===== src/rtl/binary_to_ternary_converter_pkg.sv =====
// Shared definitions for the binary-to-ternary converter: trit codes, FSM states
// and a trit decode helper.
package binary_to_ternary_converter_pkg;

  localparam logic [1:0] TRIT_0 = 2'b00;
  localparam logic [1:0] TRIT_1 = 2'b01;
  localparam logic [1:0] TRIT_2 = 2'b10;

  typedef enum logic [1:0] {
    IDLE    = 2'b00,
    CONVERT = 2'b01,
    DONE    = 2'b10
  } state_t;

  // Returns -1 for the illegal code 11.
  function automatic int tritToInt(input logic [1:0] t);
    case (t)
      TRIT_0:  return 0;
      TRIT_1:  return 1;
      TRIT_2:  return 2;
      default: return -1;
    endcase
  endfunction

endpackage


===== src/rtl/binary_to_ternary_converter_div_by_three.sv =====
// Combinational divide-by-three: MSB-first restoring chain; the partial remainder
// stays below 3, so it is directly a trit code.
module div_by_three
  import binary_to_ternary_converter_pkg::*;
#(
  parameter int W = 6
) (
  input  logic [W-1:0] dividend,
  output logic [W-1:0] quotient,
  output logic [1:0]   remainder
);

  logic [1:0] rem;
  logic [2:0] part;

  always_comb begin
    rem      = TRIT_0;
    part     = '0;
    quotient = '0;
    for (int i = W - 1; i >= 0; i--) begin
      part = {rem, dividend[i]};
      if (part >= 3'd3) begin
        quotient[i] = 1'b1;
        rem         = 2'(part - 3'd3);
      end else begin
        rem = part[1:0];
      end
    end
    remainder = rem;
  end

endmodule


===== src/rtl/binary_to_ternary_converter.sv =====
// Sequential binary-to-ternary converter producing one trit per cycle by repeated /3.
// Optional TERNARY_CONV_EARLY_EXIT_EN stops as soon as the quotient reaches zero.
module binary_to_ternary_converter
  import binary_to_ternary_converter_pkg::*;
#(
  parameter int N = 4,
  parameter int W = 6
) (
  input  logic           clk,
  input  logic           rst,
  input  logic           inValid,
  output logic           inReady,
  input  logic [W-1:0]   binIn,
  output logic           outValid,
  input  logic           outReady,
  output logic [2*N-1:0] trits,
  output logic           overflow
);

  localparam int            CW   = $clog2(N + 1);
  localparam logic [CW-1:0] LAST = CW'(N - 1);

  state_t           state, state_nxt;
  logic [W-1:0]     quot;
  logic [CW-1:0]    cnt;
  logic [2*N-1:0]   acc, acc_nxt;
  logic [W-1:0]     div_q;
  logic [1:0]       div_r;
  logic             zero_exit;
  logic             last;

  div_by_three #(.W(W)) u_div (
    .dividend (quot),
    .quotient (div_q),
    .remainder(div_r)
  );

`ifdef TERNARY_CONV_EARLY_EXIT_EN
  assign zero_exit = (div_q == '0);
`else
  assign zero_exit = 1'b0;
`endif

  assign last = (cnt == LAST) || zero_exit;

  // Accumulator with the current remainder dropped into slot cnt.
  always_comb begin
    acc_nxt = acc;
    for (int i = 0; i < N; i++) begin
      if (cnt == CW'(i)) acc_nxt[2*i +: 2] = div_r;
    end
  end

  always_comb begin
    state_nxt = state;
    inReady   = 1'b0;
    outValid  = 1'b0;
    case (state)
      IDLE: begin
        inReady = 1'b1;
        if (inValid) state_nxt = CONVERT;
      end
      CONVERT: begin
        if (last) state_nxt = DONE;
      end
      DONE: begin
        outValid = 1'b1;
        if (outReady) state_nxt = IDLE;
      end
      default: state_nxt = IDLE;
    endcase
  end

  always_ff @(posedge clk or posedge rst) begin
    if (rst) begin
      state <= IDLE;
    end else begin
      state <= state_nxt;
    end
  end

  // Published result only changes on entry to DONE, so it holds through IDLE/CONVERT.
  always_ff @(posedge clk or posedge rst) begin
    if (rst) begin
      quot     <= '0;
      cnt      <= '0;
      acc      <= '0;
      trits    <= '0;
      overflow <= 1'b0;
    end else begin
      case (state)
        IDLE: begin
          if (inValid) begin
            quot <= binIn;
            acc  <= '0;
            cnt  <= '0;
          end
        end
        CONVERT: begin
          quot <= div_q;
          acc  <= acc_nxt;
          cnt  <= cnt + CW'(1);
          if (last) begin
            trits    <= acc_nxt;
            overflow <= (div_q != '0);
          end
        end
        default: ;
      endcase
    end
  end

endmodule

===== config.mk =====
export PLATFORM = sky130hd
export DESIGN_NAME = binary_to_ternary_converter
export DESIGN_NICKNAME = d
export VERILOG_FILES = /design/src/rtl/binary_to_ternary_converter_pkg.sv /design/src/rtl/binary_to_ternary_converter_div_by_three.sv /design/src/rtl/binary_to_ternary_converter.sv
export SDC_FILE = /design/constraint.sdc
export NUM_CORES = 1
export LEC_CHECK = 0
export ABC_AREA = 1
export BUFFER_PORTS_ARGS = -buffer_cell sky130_fd_sc_hd__buf_4
export CORE_MARGIN = 4
export CORE_UTILIZATION = 35
export CTS_CLUSTER_SIZE = 20
export DETAILED_ROUTE_END_ITERATION = 6
export PLACE_DENSITY_LB_ADDON = 0.05
export SLEW_MARGIN = 30
export SYNTH_ARGS = -nofsm -noshare
export SYNTH_HDL_FRONTEND = slang
export SYNTH_SLANG_ARGS = --single-unit

===== constraint.sdc =====
create_clock -name clk -period 3.1 [get_ports clk]
set_input_delay 0.155 -clock clk [delete_from_list [all_inputs] [get_ports clk]]
set_output_delay 0.155 -clock clk [all_outputs]
set_load 0.03 [all_outputs]

; ---- After elaboration in Yosys (flattened, before gate mapping)
; Cells that the tools add are included.
[word_totals]
ff_bits = 28
input_bits = 10
out_inout_bits = 11
elab_cells = 58
[op_classes]
addsub = 6
order_cmp = 5
n_eq_ne = 8
muxes = 26
reduce_logical = 7
[ops]
columns = op, count
row1 = two-way mux 2 bit, 12
row2 = one-hot mux 8 bit (2 select lines), 1
row3 = greater-or-equal comparator 3 x 2 -> 1 bit (second input constant), 4
row4 = one-hot mux 6 bit (2 select lines), 1
row5 = subtractor 2 bit (second input constant), 5
row6 = two-way mux 8 bit, 1
row7 = two-way mux 1 bit, 7
row8 = == test 3 x 2 -> 1 bit (second input constant), 2
row9 = two-way mux 6 bit, 1
row10 = inequality test 2 bit (second input constant), 3
row11 = one-hot mux 2 bit (3 select lines), 1
row12 = one-hot mux 3 bit (2 select lines), 1
row13 = nonzero test 6 bit, 1
row14 = AND reduction 2 bit, 2
row15 = adder 3 x 1 -> 3 bit (second input constant), 1
row16 = == test 3 x 1 -> 1 bit (second input constant), 1
row17 = logical NOT 3 bit, 1
row18 = two-way mux 3 bit, 1
row19 = AND reduction 3 bit, 1
row20 = == test 2 x 1 -> 1 bit (second input constant), 1
row21 = == test 2 bit (second input constant), 1
row22 = greater-or-equal comparator 2 bit (second input constant), 1
row23 = logical NOT 2 bit, 1
row24 = nonzero test 2 bit, 1

; ---- Depth between registers and ports, before layout
[logic_depth]
word_depth = 12
ltp_mapped = 28

; ---- Modules after synthesis
; From an unflattened synthesis, not the netlist that was laid out.
[unflattened]
hier_cells = 233
hier_area_um2 = 1717.9
[modules_own_cells]
columns = module, instances, cells_each, area_per_inst_um2
row1 = binary_to_ternary_converter, 1, 171, 1295.0
row2 = div_by_three, 1, 62, 422.9

; ---- Worst setup path before layout
; OpenSTA, ideal clock, no wires.
[synth_path]
path_kind = register to register
from = register quot[4]
to = register trits[1]
arrival_ps = 2936
path_slack_ps = 99
path_stages_with_launch = 28
synth_period_minus_slack_ps = 3001
path_cell_list = dfrtp_1 -> inv_1 -> nor2_2 -> ha_1 -> nor2_4 -> nand3b_1 -> nand2_1 -> inv_1 -> ha_1 -> inv_1 -> nand2_2 -> nor2_4 -> nand3_2 -> nand2_2 -> ha_1 -> inv_1 -> nand3_2 -> nand2_1 -> nand2_2 -> inv_1 -> ha_1 -> inv_1 -> nand4_2 -> nand2_2 -> nand3_1 -> nand2_1 -> nand2_1 -> nand2_1
[synth_via]
elab_chain_cells = 11
word_cells_on_any_way = 16
classes_between = add/sub: 5 / order compare: 5 / mux: 6
[synth_lines]
columns = item, line_no
row1 = start: declaration, binary_to_ternary_converter.sv:24  ; logic [W-1:0] quot;
row2 = start signal: assignment, binary_to_ternary_converter.sv:94  ; quot <= binIn;
row3 = start signal: assignment, binary_to_ternary_converter.sv:100  ; quot <= div_q;
row4 = subtractor 2 bit / greater-or-equal comparator 2 bit (equally long branches), "binary_to_ternary_converter_div_by_three.sv:24, binary_to_ternary_converter_div_by_three.sv:22"
row5 = two-way mux 2 bit (*), binary_to_ternary_converter_div_by_three.sv:22  ; if (part >= 3'd3) begin
row6 = greater-or-equal comparator 3 x 2 -> 1 bit / subtractor 2 bit (equally long branches), "binary_to_ternary_converter_div_by_three.sv:22, binary_to_ternary_converter_div_by_three.sv:24"
row7 = two-way mux 2 bit (*), binary_to_ternary_converter_div_by_three.sv:22
row8 = greater-or-equal comparator 3 x 2 -> 1 bit / subtractor 2 bit (equally long branches), "binary_to_ternary_converter_div_by_three.sv:22, binary_to_ternary_converter_div_by_three.sv:24"
row9 = two-way mux 2 bit (*), binary_to_ternary_converter_div_by_three.sv:22
row10 = greater-or-equal comparator 3 x 2 -> 1 bit / subtractor 2 bit (equally long branches), "binary_to_ternary_converter_div_by_three.sv:22, binary_to_ternary_converter_div_by_three.sv:24"
row11 = two-way mux 2 bit (*), binary_to_ternary_converter_div_by_three.sv:22
row12 = greater-or-equal comparator 3 x 2 -> 1 bit / subtractor 2 bit (equally long branches), "binary_to_ternary_converter_div_by_three.sv:22, binary_to_ternary_converter_div_by_three.sv:24"
row13 = two-way mux 2 bit (*), binary_to_ternary_converter_div_by_three.sv:22
row14 = two-way mux 2 bit (*), binary_to_ternary_converter.sv:50  ; if (cnt == CW'(i)) acc_nxt[2*i +: 2] = div_r;
row15 = end signal: assignment, binary_to_ternary_converter.sv:104  ; trits <= acc_nxt;
row16 = end: declaration, binary_to_ternary_converter.sv:16  ; output logic [2*N-1:0] trits,
; Mark *: on every way between the ends. The rest lies on a longest branch, timed or not.
; A chain may end at the register's enable or synchronous reset.

; ---- Worst setup path in the final report
[layout_path]
from = register quot[4]
to = register acc[1]
[layout_via]
elab_chain_cells = 12
word_cells_on_any_way = 17
classes_between = add/sub: 5 / order compare: 5 / mux: 7
[layout_lines]
columns = item, line_no
row1 = subtractor 2 bit / greater-or-equal comparator 2 bit (equally long branches), "binary_to_ternary_converter_div_by_three.sv:24, binary_to_ternary_converter_div_by_three.sv:22"
row2 = two-way mux 2 bit (*), binary_to_ternary_converter_div_by_three.sv:22
row3 = greater-or-equal comparator 3 x 2 -> 1 bit / subtractor 2 bit (equally long branches), "binary_to_ternary_converter_div_by_three.sv:22, binary_to_ternary_converter_div_by_three.sv:24"
row4 = two-way mux 2 bit (*), binary_to_ternary_converter_div_by_three.sv:22
row5 = greater-or-equal comparator 3 x 2 -> 1 bit / subtractor 2 bit (equally long branches), "binary_to_ternary_converter_div_by_three.sv:22, binary_to_ternary_converter_div_by_three.sv:24"
row6 = two-way mux 2 bit (*), binary_to_ternary_converter_div_by_three.sv:22
row7 = greater-or-equal comparator 3 x 2 -> 1 bit / subtractor 2 bit (equally long branches), "binary_to_ternary_converter_div_by_three.sv:22, binary_to_ternary_converter_div_by_three.sv:24"
row8 = two-way mux 2 bit (*), binary_to_ternary_converter_div_by_three.sv:22
row9 = greater-or-equal comparator 3 x 2 -> 1 bit / subtractor 2 bit (equally long branches), "binary_to_ternary_converter_div_by_three.sv:22, binary_to_ternary_converter_div_by_three.sv:24"
row10 = two-way mux 2 bit (*), binary_to_ternary_converter_div_by_three.sv:22
row11 = two-way mux 2 bit (*), binary_to_ternary_converter.sv:50
row12 = one-hot mux 8 bit (2 select lines) (*), binary_to_ternary_converter.sv:91  ; case (state)
row13 = end signal: assignment, binary_to_ternary_converter.sv:101  ; acc <= acc_nxt;
row14 = end: declaration, binary_to_ternary_converter.sv:26  ; logic [2*N-1:0] acc, acc_nxt;
; Marks and branches as above.

==> results.md <==
- Status: finished, final reports clean
- Reg2Reg Setup Slack: between 0.2 and 0.25 ns
- Clock Path Buffers: 2
- Top FF cell, synth: dfrtp_1
- Die width: between 70 and 80 um
- Clk_lat worst skew: between 0.2 and 0.3 ns
- # H-tree levels: 1
- Slew Limit Fails: 0
- Initial detailed-routing violation count: 74
- Count of different cell masters after synthesis: 28
- Row Count: 24
- Hold Crit Class: in -> reg
- Slew headroom: 0.6206
- Top-count cell post-synth: nand2_1
- Initial Util: 0.3632
- Yosys warns: 0
- Average size of a mapped cell: 7.791 um2
- Number of synthesized flops with an enable pin: 0
- Top Ports: 21
- Nature of the critical path startpoint: flop
- Core Area: 4354 um2
- Sink Count: 26
- Net Count, Synth: 223
- Worst-Margin Slew: roughly 0.57 ns
- Max Fclk: between 300 and 400 MHz
- CTS tree: built
- Crit path DAT: 3.11 ns
- R2r worst-path depth: 28
- Final hold vios: 0
- Post-synth top cells: nand2_1 (70), dfrtp_1 (26), inv_1 (26), nand3_1 (15), nand2_2 (14)
- CTS Root Cell: clkbuf_8
- First-pass GRT wire length: 6.451 mm
- Via-to-Cell Ratio: 4.833
- Post-synthesis instance total: 203
- Via count: roughly 1.4k
- CTS Buf Count: 3
- Layout cells sized above 1: 0.3554
- Nets: between 200 and 300
- Layout overhead on the synthesized area: 31.80%
- CP Launch Point: quot[4]
- Req. time, crit path: 3.32 ns
- Gr usage total: 0.1491
- Final Util: 0.4787
- Initial DRT Pass Iterations: 4
- ANT nets after route: 0
- Post-DP HPWL: between 2 and 3 mm
- Die Y-Extent: 75.22 um
- Max Fanout on Critical Path: 4
- Port Buffer Count: 20
- Largest cells by area after synthesis: dfrtp_1 (41%), nand2_1 (17%), ha_1 (7.9%)
- Largest net degree at the start of global routing: 27
- CP max stage cell: dfrtp_1
- Top cell type's share of synthesized area: 0.4114
- GRT overflow: 0
- Synthesis-stage register bit count: 26
- Routed WL: a little under 4 mm
- Fin crit period: around 2.9 ns
- Initial antenna violation count: 0
- Asr flop ratio synth: 1.000
- Vias in the first global route: between 1k and 1.5k
- Reg2reg end: acc[1]
- Clk slew on worst S/H paths: ~0.09 ns
- Antenna Cells: 0
- R2R Path Start: quot[4]
- DR DRC count: 0
- Final instance area: 2085 um2
- Synth Cell Area: 1582 um2
- Critical path class: reg -> reg
- Worst setup endpoint: acc[1]
- Fillers: about 440
- Wire per inst: 13.11 um
- CP most frequent cell: nand2_2
- Largest area contributor in the netlist: dfrtp_1
- Placed instance area: between 1500 and 2000 um2
- Final Skew: 0.002658 ns
- Gpl congestion: ~0.79
- Period utilization: 0.9344
- Post-synthesis sequential area ratio: 0.4114
- Max_cap viols: 0
- Count of final setup violators: 0
- CP Capture Type: flop
- Die area: around 5700 um2
- Max incr delay on CP: around 0.37 ns
## cell families (layout without fill, tap and decap cells)
logic type,after synthesis,after routing,synth area share
flip-flops,26,26,0.4114
buffers and inverters,30,69,0.07832
AND/OR/NAND/NOR,121,121,0.3710
AO/OA/AOI/OAI,16,16,0.06013
adder cells (fa/ha/maj),10,10,0.07911
## stage by stage
step,worst slack [ns],TNS [ns],hold slack [ns],instances
after global placement,-0.02042,-0.07145,0.3429,282
after floorplan,0.09876,0,0.1950,203
final,0.2035,0,0.05591,294
after global routing,-0.04895,-0.1723,0.05845,294
after detailed placement,-0.07603,-0.4431,0.2653,282
after CTS,0.002280,0,0.05095,290
## registers in the layout (all words and copies together) (netlist names)
| name | cells |
|---|---|
| quot | 6 |
| acc | 6 |
| trits | 8 |
| cnt | 3 |
| overflow | 1 |
| state | 2 |
## layout by cell type (no fill, tap or decap), types with 2 or more instances in the layout
cell type,n
ha_2,2
o22ai_1,3
nand2_4,3
o21ai_0,5
a21oi_1,2
ha_4,3
or2_2,3
nand4_4,2
nand2_2,16
dfrtp_1,26
inv_1,21
nor2_4,3
inv_2,5
clkbuf_8,4
buf_4,36
ha_1,5
o211ai_1,2
nand3_1,12
nor2_1,6
nand2_1,66
nand3_2,5
## what timing repair did
item | in CTS | in global routing
setup buffers | 3 | 4
hold buffers | 1 | 0
gates resized for setup | 3 | 25
pin swaps | 2 | 15
hold endpoints to repair | 26 | 0
endpoints found under the setup margin | 11 | 16
## area by class of cell
cell class | count | area (um2) | share of cell area
inverter | 28 | 107.6 | 0.05162
sequential | 26 | 650.6 | 0.3121
tap | 52 | 65.06 | 0.03121
multi-input combinational | 147 | 925.9 | 0.4442
timing repair buffer | 37 | 280.3 | 0.1345
clock buffer | 4 | 55.05 | 0.02641
## critical path, delay by kind of cell, from the launching register on
family	cells	cell delay, ns
adders and majority gates	4	0.67
buffers and inverters	6	0.34
DFF	1	0.37
and+or+nand+nor	18	1.45
## how the worst min path moves through the flow
stage             start  slack [ns]  cells past startpoint       end
2_1_floorplan       rst        0.20                      1    acc[0]
3_3_place_gp   outReady        0.34                      2  state[1]
3_5_place_dp        rst        0.27                      2  trits[3]
4_1_cts        outReady        0.05                      2  state[1]
5_1_grt        outReady        0.06                      2  state[1]
6_report       outReady        0.06                      2  state[1]
## routing by layer
| metal | GRT usage | wire [um] |
|---|---|---|
| met1 | 0.2060 | 1835 |
| met2 | 0.2427 | 1885 |
| met3 | 0.02403 | 97 |
| met4 | 0.04078 | 36 |
| met5 | 0 | 0 |
Power is not shown: default switching activity piles up to over one toggle a cycle in this logic, so the estimate is an artifact.
